File: src/rtl/dmem_arbiter_if.sv
// ============================================================================
// dmem_arbiter_if
// ----------------------------------------------------------------------------
// Purpose:
//   Bundles the two requester ports (A: CPU load/store unit, B: DMA/debug
//   loader), the single-port data memory connection and the busy flag of the
//   data-memory arbiter into one interface.
//
// Signals:
//   a_req / b_req       request, held high until the matching ack
//   a_we / b_we         1 = write, 0 = read; valid with req
//   a_addr / b_addr     word address (ADDR_W bits)
//   a_wdata / b_wdata   write data (DATA_W bits)
//   a_ack / b_ack       one-cycle completion pulse
//   a_rdata / b_rdata   read data, held until the next read on that port
//   mem_we              memory write enable
//   mem_addr            memory address
//   mem_din             memory write data
//   mem_dout            memory combinational read data
//   busy                arbiter is not idle
//
// Modports:
//   slave  - the arbiter side
//   master - the requesters plus the memory (the environment around the arbiter)
// ============================================================================
interface dmem_arbiter_if #(
    parameter int DATA_W = 32,
    parameter int ADDR_W = 5
);

    logic              a_req;
    logic              a_we;
    logic [ADDR_W-1:0] a_addr;
    logic [DATA_W-1:0] a_wdata;
    logic              a_ack;
    logic [DATA_W-1:0] a_rdata;

    logic              b_req;
    logic              b_we;
    logic [ADDR_W-1:0] b_addr;
    logic [DATA_W-1:0] b_wdata;
    logic              b_ack;
    logic [DATA_W-1:0] b_rdata;

    logic              mem_we;
    logic [ADDR_W-1:0] mem_addr;
    logic [DATA_W-1:0] mem_din;
    logic [DATA_W-1:0] mem_dout;

    logic              busy;

    modport slave (
        input  a_req, a_we, a_addr, a_wdata,
        output a_ack, a_rdata,
        input  b_req, b_we, b_addr, b_wdata,
        output b_ack, b_rdata,
        output mem_we, mem_addr, mem_din,
        input  mem_dout,
        output busy
    );

    modport master (
        output a_req, a_we, a_addr, a_wdata,
        input  a_ack, a_rdata,
        output b_req, b_we, b_addr, b_wdata,
        input  b_ack, b_rdata,
        input  mem_we, mem_addr, mem_din,
        output mem_dout,
        input  busy
    );

endinterface

File: src/rtl/dmem_arbiter.sv
// ============================================================================
// dmem_arbiter
// ----------------------------------------------------------------------------
// Purpose:
//   Two-requester arbiter and sequencer in front of a single-port data memory
//   with combinational read and write-on-rising-edge. Each granted request
//   gets exactly one memory access cycle:
//
//     IDLE   -> pick a winner, latch its we/addr/wdata      (1 cycle min)
//     ACCESS -> memory sees latched addr/din/we; read data   (1 cycle)
//               and write both resolve at the closing edge
//     DONE   -> winner's ack is high for this one cycle      (1 cycle)
//
//   Latency from a request sampled in IDLE to ack is 2 cycles; throughput is
//   at most one access every 3 cycles.
//
// Parameters:
//   DATA_W     data width of the memory and both ports
//   ADDR_W     word address width
//   FIXED_PRI  0 = round-robin between A and B, 1 = A wins every tie
//
// Ports:
//   clk    system clock, rising-edge
//   clrn   asynchronous active-low reset
//   bus    dmem_arbiter_if.slave: requester ports A/B, memory port, busy
// ============================================================================
module dmem_arbiter #(
    parameter int DATA_W    = 32,
    parameter int ADDR_W    = 5,
    parameter int FIXED_PRI = 0
) (
    input  logic           clk,
    input  logic           clrn,
    dmem_arbiter_if.slave  bus
);

    localparam bit L_FIXED = (FIXED_PRI != 0);

    typedef enum logic [1:0] {
        S_IDLE   = 2'd0,
        S_ACCESS = 2'd1,
        S_DONE   = 2'd2
    } state_t;

    state_t            r_state;
    state_t            w_state_nxt;

    // Transaction registers. r_mem_addr / r_mem_din drive the memory directly
    // so they naturally hold their last value outside ACCESS.
    logic              r_win_b;       // 1 = current transaction belongs to B
    logic              r_we;          // latched write flag of the winner
    logic              r_mem_we;
    logic [ADDR_W-1:0] r_mem_addr;
    logic [DATA_W-1:0] r_mem_din;

    logic              r_last_b;      // 1 = B was granted last
    logic              r_a_ack;
    logic              r_b_ack;
    logic [DATA_W-1:0] r_a_rdata;
    logic [DATA_W-1:0] r_b_rdata;

    logic              w_pick_b;      // winner if a transaction starts now
    logic              w_load;        // start a transaction at this edge
    logic              w_capture;     // close the access at this edge

    // ------------------------------------------------------------------------
    // Winner selection (only consumed in IDLE)
    // A wins when it is the only requester, or on a tie when priority is fixed
    // or when B had the previous grant.
    // ------------------------------------------------------------------------
    always_comb begin
        w_pick_b = 1'b0;
        if (bus.b_req) begin
            if (!bus.a_req) begin
                w_pick_b = 1'b1;
            end else if (!L_FIXED && !r_last_b) begin
                w_pick_b = 1'b1;
            end
        end
    end

    // ------------------------------------------------------------------------
    // FSM state register
    // ------------------------------------------------------------------------
    always_ff @(posedge clk or negedge clrn) begin
        if (!clrn) begin
            r_state <= S_IDLE;
        end else begin
            r_state <= w_state_nxt;
        end
    end

    // ------------------------------------------------------------------------
    // FSM next state and control strobes
    // ------------------------------------------------------------------------
    always_comb begin
        w_state_nxt = r_state;
        w_load      = 1'b0;
        w_capture   = 1'b0;
        case (r_state)
            S_IDLE: begin
                if (bus.a_req || bus.b_req) begin
                    w_load      = 1'b1;
                    w_state_nxt = S_ACCESS;
                end
            end
            S_ACCESS: begin
                w_capture   = 1'b1;
                w_state_nxt = S_DONE;
            end
            S_DONE: begin
                w_state_nxt = S_IDLE;
            end
            default: begin
                w_state_nxt = S_IDLE;
            end
        endcase
    end

    // ------------------------------------------------------------------------
    // Datapath and handshake registers
    // The async reset clears mem_we at once, so a write pending in ACCESS is
    // never committed and no ack is produced for it.
    // ------------------------------------------------------------------------
    always_ff @(posedge clk or negedge clrn) begin
        if (!clrn) begin
            r_win_b    <= 1'b0;
            r_we       <= 1'b0;
            r_mem_we   <= 1'b0;
            r_mem_addr <= '0;
            r_mem_din  <= '0;
            r_last_b   <= 1'b1;
            r_a_ack    <= 1'b0;
            r_b_ack    <= 1'b0;
            r_a_rdata  <= '0;
            r_b_rdata  <= '0;
        end else begin
            // Single-cycle pulses default low.
            r_a_ack  <= 1'b0;
            r_b_ack  <= 1'b0;
            r_mem_we <= 1'b0;

            if (w_load) begin
                r_win_b <= w_pick_b;
                if (w_pick_b) begin
                    r_we       <= bus.b_we;
                    r_mem_we   <= bus.b_we;
                    r_mem_addr <= bus.b_addr;
                    r_mem_din  <= bus.b_wdata;
                end else begin
                    r_we       <= bus.a_we;
                    r_mem_we   <= bus.a_we;
                    r_mem_addr <= bus.a_addr;
                    r_mem_din  <= bus.a_wdata;
                end
            end

            // End of ACCESS: the memory commits a write at this same edge;
            // for a read the combinational output is captured here.
            if (w_capture) begin
                if (r_win_b) begin
                    r_b_ack <= 1'b1;
                    if (!r_we) begin
                        r_b_rdata <= bus.mem_dout;
                    end
                end else begin
                    r_a_ack <= 1'b1;
                    if (!r_we) begin
                        r_a_rdata <= bus.mem_dout;
                    end
                end
            end

            if (r_state == S_DONE) begin
                r_last_b <= r_win_b;
            end
        end
    end

    assign bus.mem_we   = r_mem_we;
    assign bus.mem_addr = r_mem_addr;
    assign bus.mem_din  = r_mem_din;
    assign bus.a_ack    = r_a_ack;
    assign bus.b_ack    = r_b_ack;
    assign bus.a_rdata  = r_a_rdata;
    assign bus.b_rdata  = r_b_rdata;
    assign bus.busy     = (r_state != S_IDLE);

endmodule

File: src/flat_wrapper.sv
// flat-port wrapper written by rule: the top's interface ports become plain ports
module dmem_arbiter_flat 
#(
    parameter int DATA_W    = 32,
    parameter int ADDR_W    = 5,
    parameter int FIXED_PRI = 0
)
  (clk, clrn, bus_a_req, bus_a_we, bus_a_addr, bus_a_wdata, bus_a_ack, bus_a_rdata, bus_b_req, bus_b_we, bus_b_addr, bus_b_wdata, bus_b_ack, bus_b_rdata, bus_mem_we, bus_mem_addr, bus_mem_din, bus_mem_dout, bus_busy);
  dmem_arbiter_if #(.DATA_W(DATA_W), .ADDR_W(ADDR_W)) bus_i ();
  input  logic clk;
  input  logic clrn;
  input wire logic [$bits(bus_i.a_req)-1:0] bus_a_req;
  input wire logic [$bits(bus_i.a_we)-1:0] bus_a_we;
  input wire logic [$bits(bus_i.a_addr)-1:0] bus_a_addr;
  input wire logic [$bits(bus_i.a_wdata)-1:0] bus_a_wdata;
  output wire logic [$bits(bus_i.a_ack)-1:0] bus_a_ack;
  output wire logic [$bits(bus_i.a_rdata)-1:0] bus_a_rdata;
  input wire logic [$bits(bus_i.b_req)-1:0] bus_b_req;
  input wire logic [$bits(bus_i.b_we)-1:0] bus_b_we;
  input wire logic [$bits(bus_i.b_addr)-1:0] bus_b_addr;
  input wire logic [$bits(bus_i.b_wdata)-1:0] bus_b_wdata;
  output wire logic [$bits(bus_i.b_ack)-1:0] bus_b_ack;
  output wire logic [$bits(bus_i.b_rdata)-1:0] bus_b_rdata;
  output wire logic [$bits(bus_i.mem_we)-1:0] bus_mem_we;
  output wire logic [$bits(bus_i.mem_addr)-1:0] bus_mem_addr;
  output wire logic [$bits(bus_i.mem_din)-1:0] bus_mem_din;
  input wire logic [$bits(bus_i.mem_dout)-1:0] bus_mem_dout;
  output wire logic [$bits(bus_i.busy)-1:0] bus_busy;
  assign bus_i.a_req = bus_a_req;
  assign bus_i.a_we = bus_a_we;
  assign bus_i.a_addr = bus_a_addr;
  assign bus_i.a_wdata = bus_a_wdata;
  assign bus_a_ack = bus_i.a_ack;
  assign bus_a_rdata = bus_i.a_rdata;
  assign bus_i.b_req = bus_b_req;
  assign bus_i.b_we = bus_b_we;
  assign bus_i.b_addr = bus_b_addr;
  assign bus_i.b_wdata = bus_b_wdata;
  assign bus_b_ack = bus_i.b_ack;
  assign bus_b_rdata = bus_i.b_rdata;
  assign bus_mem_we = bus_i.mem_we;
  assign bus_mem_addr = bus_i.mem_addr;
  assign bus_mem_din = bus_i.mem_din;
  assign bus_i.mem_dout = bus_mem_dout;
  assign bus_busy = bus_i.busy;
  dmem_arbiter #(.DATA_W(DATA_W), .ADDR_W(ADDR_W), .FIXED_PRI(FIXED_PRI)) u_core (.clk(clk), .clrn(clrn), .bus(bus_i));
endmodule
File: config.mk
export PLATFORM = sky130hd
export DESIGN_NAME = dmem_arbiter_flat
export DESIGN_NICKNAME = d
export VERILOG_FILES = /design/src/rtl/dmem_arbiter_if.sv /design/src/rtl/dmem_arbiter.sv /design/src/flat_wrapper.sv
export SDC_FILE = /design/constraint.sdc
export NUM_CORES = 1
export LEC_CHECK = 0
export CAP_MARGIN = 20
export CORE_MARGIN = 10
export CORE_UTILIZATION = 38
export CTS_BUF_LIST = sky130_fd_sc_hd__clkbuf_8
export CTS_CLUSTER_SIZE = 30
export DETAILED_ROUTE_END_ITERATION = 12
export PLACE_DENSITY_LB_ADDON = 0.1
export RECOVER_POWER = 100
export SYNTH_ARGS = -nofsm -noshare
export SYNTH_HDL_FRONTEND = slang
export SYNTH_SLANG_ARGS = --single-unit
File: constraint.sdc
create_clock -name clk -period 3 [get_ports clk]
set_clock_uncertainty 0.05 [all_clocks]
set_input_delay 0.6 -clock clk [delete_from_list [all_inputs] [get_ports clk]]
set_output_delay 0.6 -clock clk [all_outputs]
set_load 0.05 [all_outputs]
==> results.sh <==
export IMPL_critPathKind="input pin to register"
export IMPL_synth_compound_area_share_pct=0.519
export IMPL_hpwlAfterDp_um=9800
export IMPL_p_int_uw=4480
export IMPL_via_per_inst=4.67
export IMPL_grt_pass1_wl_um=19400
export IMPL_synth_top_family_by_area="multiplexers"
export IMPL_routabilityCongestion=0.696
export IMPL_setup_tns_ps=0
export IMPL_ff2ff_setup_slack_ps=700
export IMPL_fmax_mhz=396
export IMPL_initial_core_util_pct=38.4
export IMPL_route_detailed_drc=0
export IMPL_clk_pin_slew_ps=90
export IMPL_postCtsSetupBuffers=0
export IMPL_switching_share_pct=49.3
export IMPL_maxCapViolations=0
export IMPL_clk_path_buf_depth=2
export IMPL_peakVddDrop_v=0.000646
export IMPL_cts_hold_buf=0
export IMPL_overflow=0
export IMPL_cp_required_ps=3220
export IMPL_layout_common_cells="mux2_2 (114), clkdlybuf4s50_1 (109), dfrtp_1 (108)"
export IMPL_final_max_slew_viol_count=0
export IMPL_maxSlewHeadroom_pct=9.81
export IMPL_finalHoldViolations=0
export IMPL_fin_ws_ps=472
export IMPL_n_antenna_cell=0
export IMPL_cts_sinks=109
export IMPL_tightest_slew_ps=1350
export IMPL_root_buffer="clkbuf_8"
export IMPL_insertion_delay_ps=380
export IMPL_grt_pass1_vias=3487
export IMPL_ff_latch_area_um2=2730
export IMPL_seqPwrFrac_pct=29.0
export IMPL_p_switching_uw=4350
export IMPL_crit_top_cell="mux2_2"
export IMPL_synthCells=280
export IMPL_cp_max_fo=21
export IMPL_synth_fa_ha_area_share_pct=0
export IMPL_syn_to_final_growth_pct=53.0
export IMPL_finalCritPeriodShare_pct=84.3
export IMPL_die_w_um=130
export IMPL_finalNetCount=611
export IMPL_yosys_area_share_simple_pct=1.07
export IMPL_htreeDepth=3
export IMPL_dp_slack_ps=528
export IMPL_layout_commonest_cell="mux2_2"
export IMPL_end_kind="register"
export IMPL_syn_cell_area_um2=4580
export IMPL_yosysSeqAreaShare_pct=59.6
export IMPL_crit_path_start_kind="input pin"
export IMPL_critPathMaxStageDelay_ps=550
export IMPL_cts_tree="yes"
export IMPL_wire_per_inst_um=19.1
export IMPL_synth_fp_nets=392
export IMPL_p_leak_uw=0.00297
export IMPL_multi_input_area_um2=1700
export IMPL_die_area_um2=16800
export IMPL_syn_area_per_cell_um2=16.4
export IMPL_cp_slowest_cell="dlygate4sd3_1"
export IMPL_io_pins=217
export IMPL_ctsResizeCount=0
export IMPL_ys_warn_count=0
export IMPL_status="completed"
export IMPL_hold_path_class="register to register"
export IMPL_final_cells=651
export IMPL_ant_nets=0
export IMPL_grt_max_degree=60
export IMPL_vias=3038
export IMPL_io_buffers=216
export IMPL_final_core_util_pct=58.8
export IMPL_setup_viol=0
export IMPL_num_rows=40
export IMPL_rsz0062_at_grt="no"
export IMPL_dieHeight_um=130
export IMPL_cp_cell_sequence="dlygate4sd3_1 -> a21bo_1 -> clkbuf_2 -> mux2_2 -> mux2_2"
export IMPL_core_um2=11900
export IMPL_drt_pass1_iterations=4
export IMPL_cts_buffers_inserted=9
export IMPL_routed_wl_um=12500
export IMPL_drive_gt1_share_pct=29.0
export IMPL_synth_ff_latch_count=109
export IMPL_ys_types=20
export IMPL_fillers=1024
export IMPL_synthMuxAreaShare_pct=36.3
export IMPL_drt_iter0_markers=105
export IMPL_antenna_found_initial=0
export IMPL_period_needed_ps=2530
export IMPL_worstPathArrival_ps=2740
export IMPL_synthXorXnorAreaFrac_pct=0
export IMPL_power_density_nw_per_um2=1260
export IMPL_dpl_cell_count=635
export IMPL_grt_total_usage_pct=15.1
export IMPL_combPwrFrac_pct=62.0
export IMPL_power_share_clock_pct=9.0
## stage by stage
stage,hold slack (ps),power [uW],instance area (um2)
detailed placement,426,8510,6920
floorplan,254,6460,4580
global route,454,9290,7000
finish,436,8830,7000
global placement,419,8420,6920
CTS,41.3,9330,7090
## layer usage
metal,global-route usage [%],up-vias,wire [um]
met4,4.83,0,191
met1,16.3,1484,4660
met5,0,-,0
met3,6.57,13,1090
met2,26.0,104,6510
li1,-,1437,-
## worst max-delay path, delay by kind of cell
| kind | cells | cell delay (ps) |
|---|---|---|
| buffers and inverters | 2 | 1090 |
| multiplexers | 2 | 660 |
| AO/OA/AOI/OAI | 1 | 390 |
## state kept, by name, summed over array words and instances, names as in the netlist
register / cells
u_core.bus.b_rdata: 32
u_core.bus.a_rdata: 32
u_core.r_we: 1
u_core.r_state: 2
u_core.bus.b_ack: 1
u_core.bus.a_ack: 1
u_core.r_last_b: 1
u_core.r_win_b: 1
u_core.bus.mem_we: 1
u_core.bus.mem_addr: 5
u_core.bus.mem_din: 32
## Yosys cell counts
library cell / count / area, um2
a21bo_2: 1 / 10.0
and2_1: 1 / 6.26
and3b_1: 1 / 8.76
buf_2: 8 / 40.0
buf_4: 3 / 22.5
buf_6: 3 / 33.8
clkbuf_2: 1 / 5.00
dfrtp_1: 108 / 2700
dfstp_2: 1 / 26.3
inv_1: 4 / 15.0
mux2_1: 4 / 45.0
mux2_2: 115 / 1290
mux2_4: 20 / 300
mux2i_1: 2 / 20.0
nand2b_1: 1 / 6.26
nor2_1: 3 / 11.3
nor2b_1: 1 / 6.26
nor3_2: 1 / 10.0
o21ai_0: 1 / 5.00
o2bb2ai_1: 1 / 8.76
## worst paths after layout
| path | cells after the start | end | start |
|---|---|---|---|
| setup / recovery | 5 | u_core.bus.mem_addr[2]$_DFFE_PN0P_ | bus_a_req |
| min in group asynchronous | 1 | u_core.bus.mem_addr[4]$_DFFE_PN0P_ | clrn |
| hold reg to reg | 1 | u_core.bus.b_rdata[6]$_DFFE_PN0P_ | u_core.bus.b_rdata[6]$_DFFE_PN0P_ |
| hold / removal | 1 | u_core.bus.b_rdata[6]$_DFFE_PN0P_ | u_core.bus.b_rdata[6]$_DFFE_PN0P_ |
| max in group asynchronous | 2 | u_core.bus.b_rdata[12]$_DFFE_PN0P_ | clrn |
| setup reg to reg | 5 | u_core.bus.mem_din[5]$_DFFE_PN0P_ | u_core.r_state[0]$_DFFE_PN0P_ |
## logic make-up (layout without fill, tap and decap cells)
logic type | Yosys count | in the layout
mux | 141 | 141
buf+inv | 19 | 243
compound gates | 3 | 3
simple gates | 8 | 8
flops | 109 | 109
## layout make-up
type	count	area share, %
Clock buffer	10	1.96
Clock inverter	6	0.464
Inverter	4	0.214
Multi-Input combinational cell	152	24.3
Sequential cell	109	39.0
Tap cell	147	2.63
Timing Repair Buffer	223	31.5
## power groups by stage
stage / Combinational, uW / Clock [uW] / Sequential [uW]
2_1_floorplan: 1350 / 0 / 5110
3_3_place_gp: 5820 / 0 / 2600
3_5_place_dp: 5870 / 0 / 2640
4_1_cts: 5880 / 832 / 2610
5_1_grt: 5730 / 881 / 2680
6_report: 5480 / 791 / 2560
Note: power is estimated with default switching activity, not from simulation.
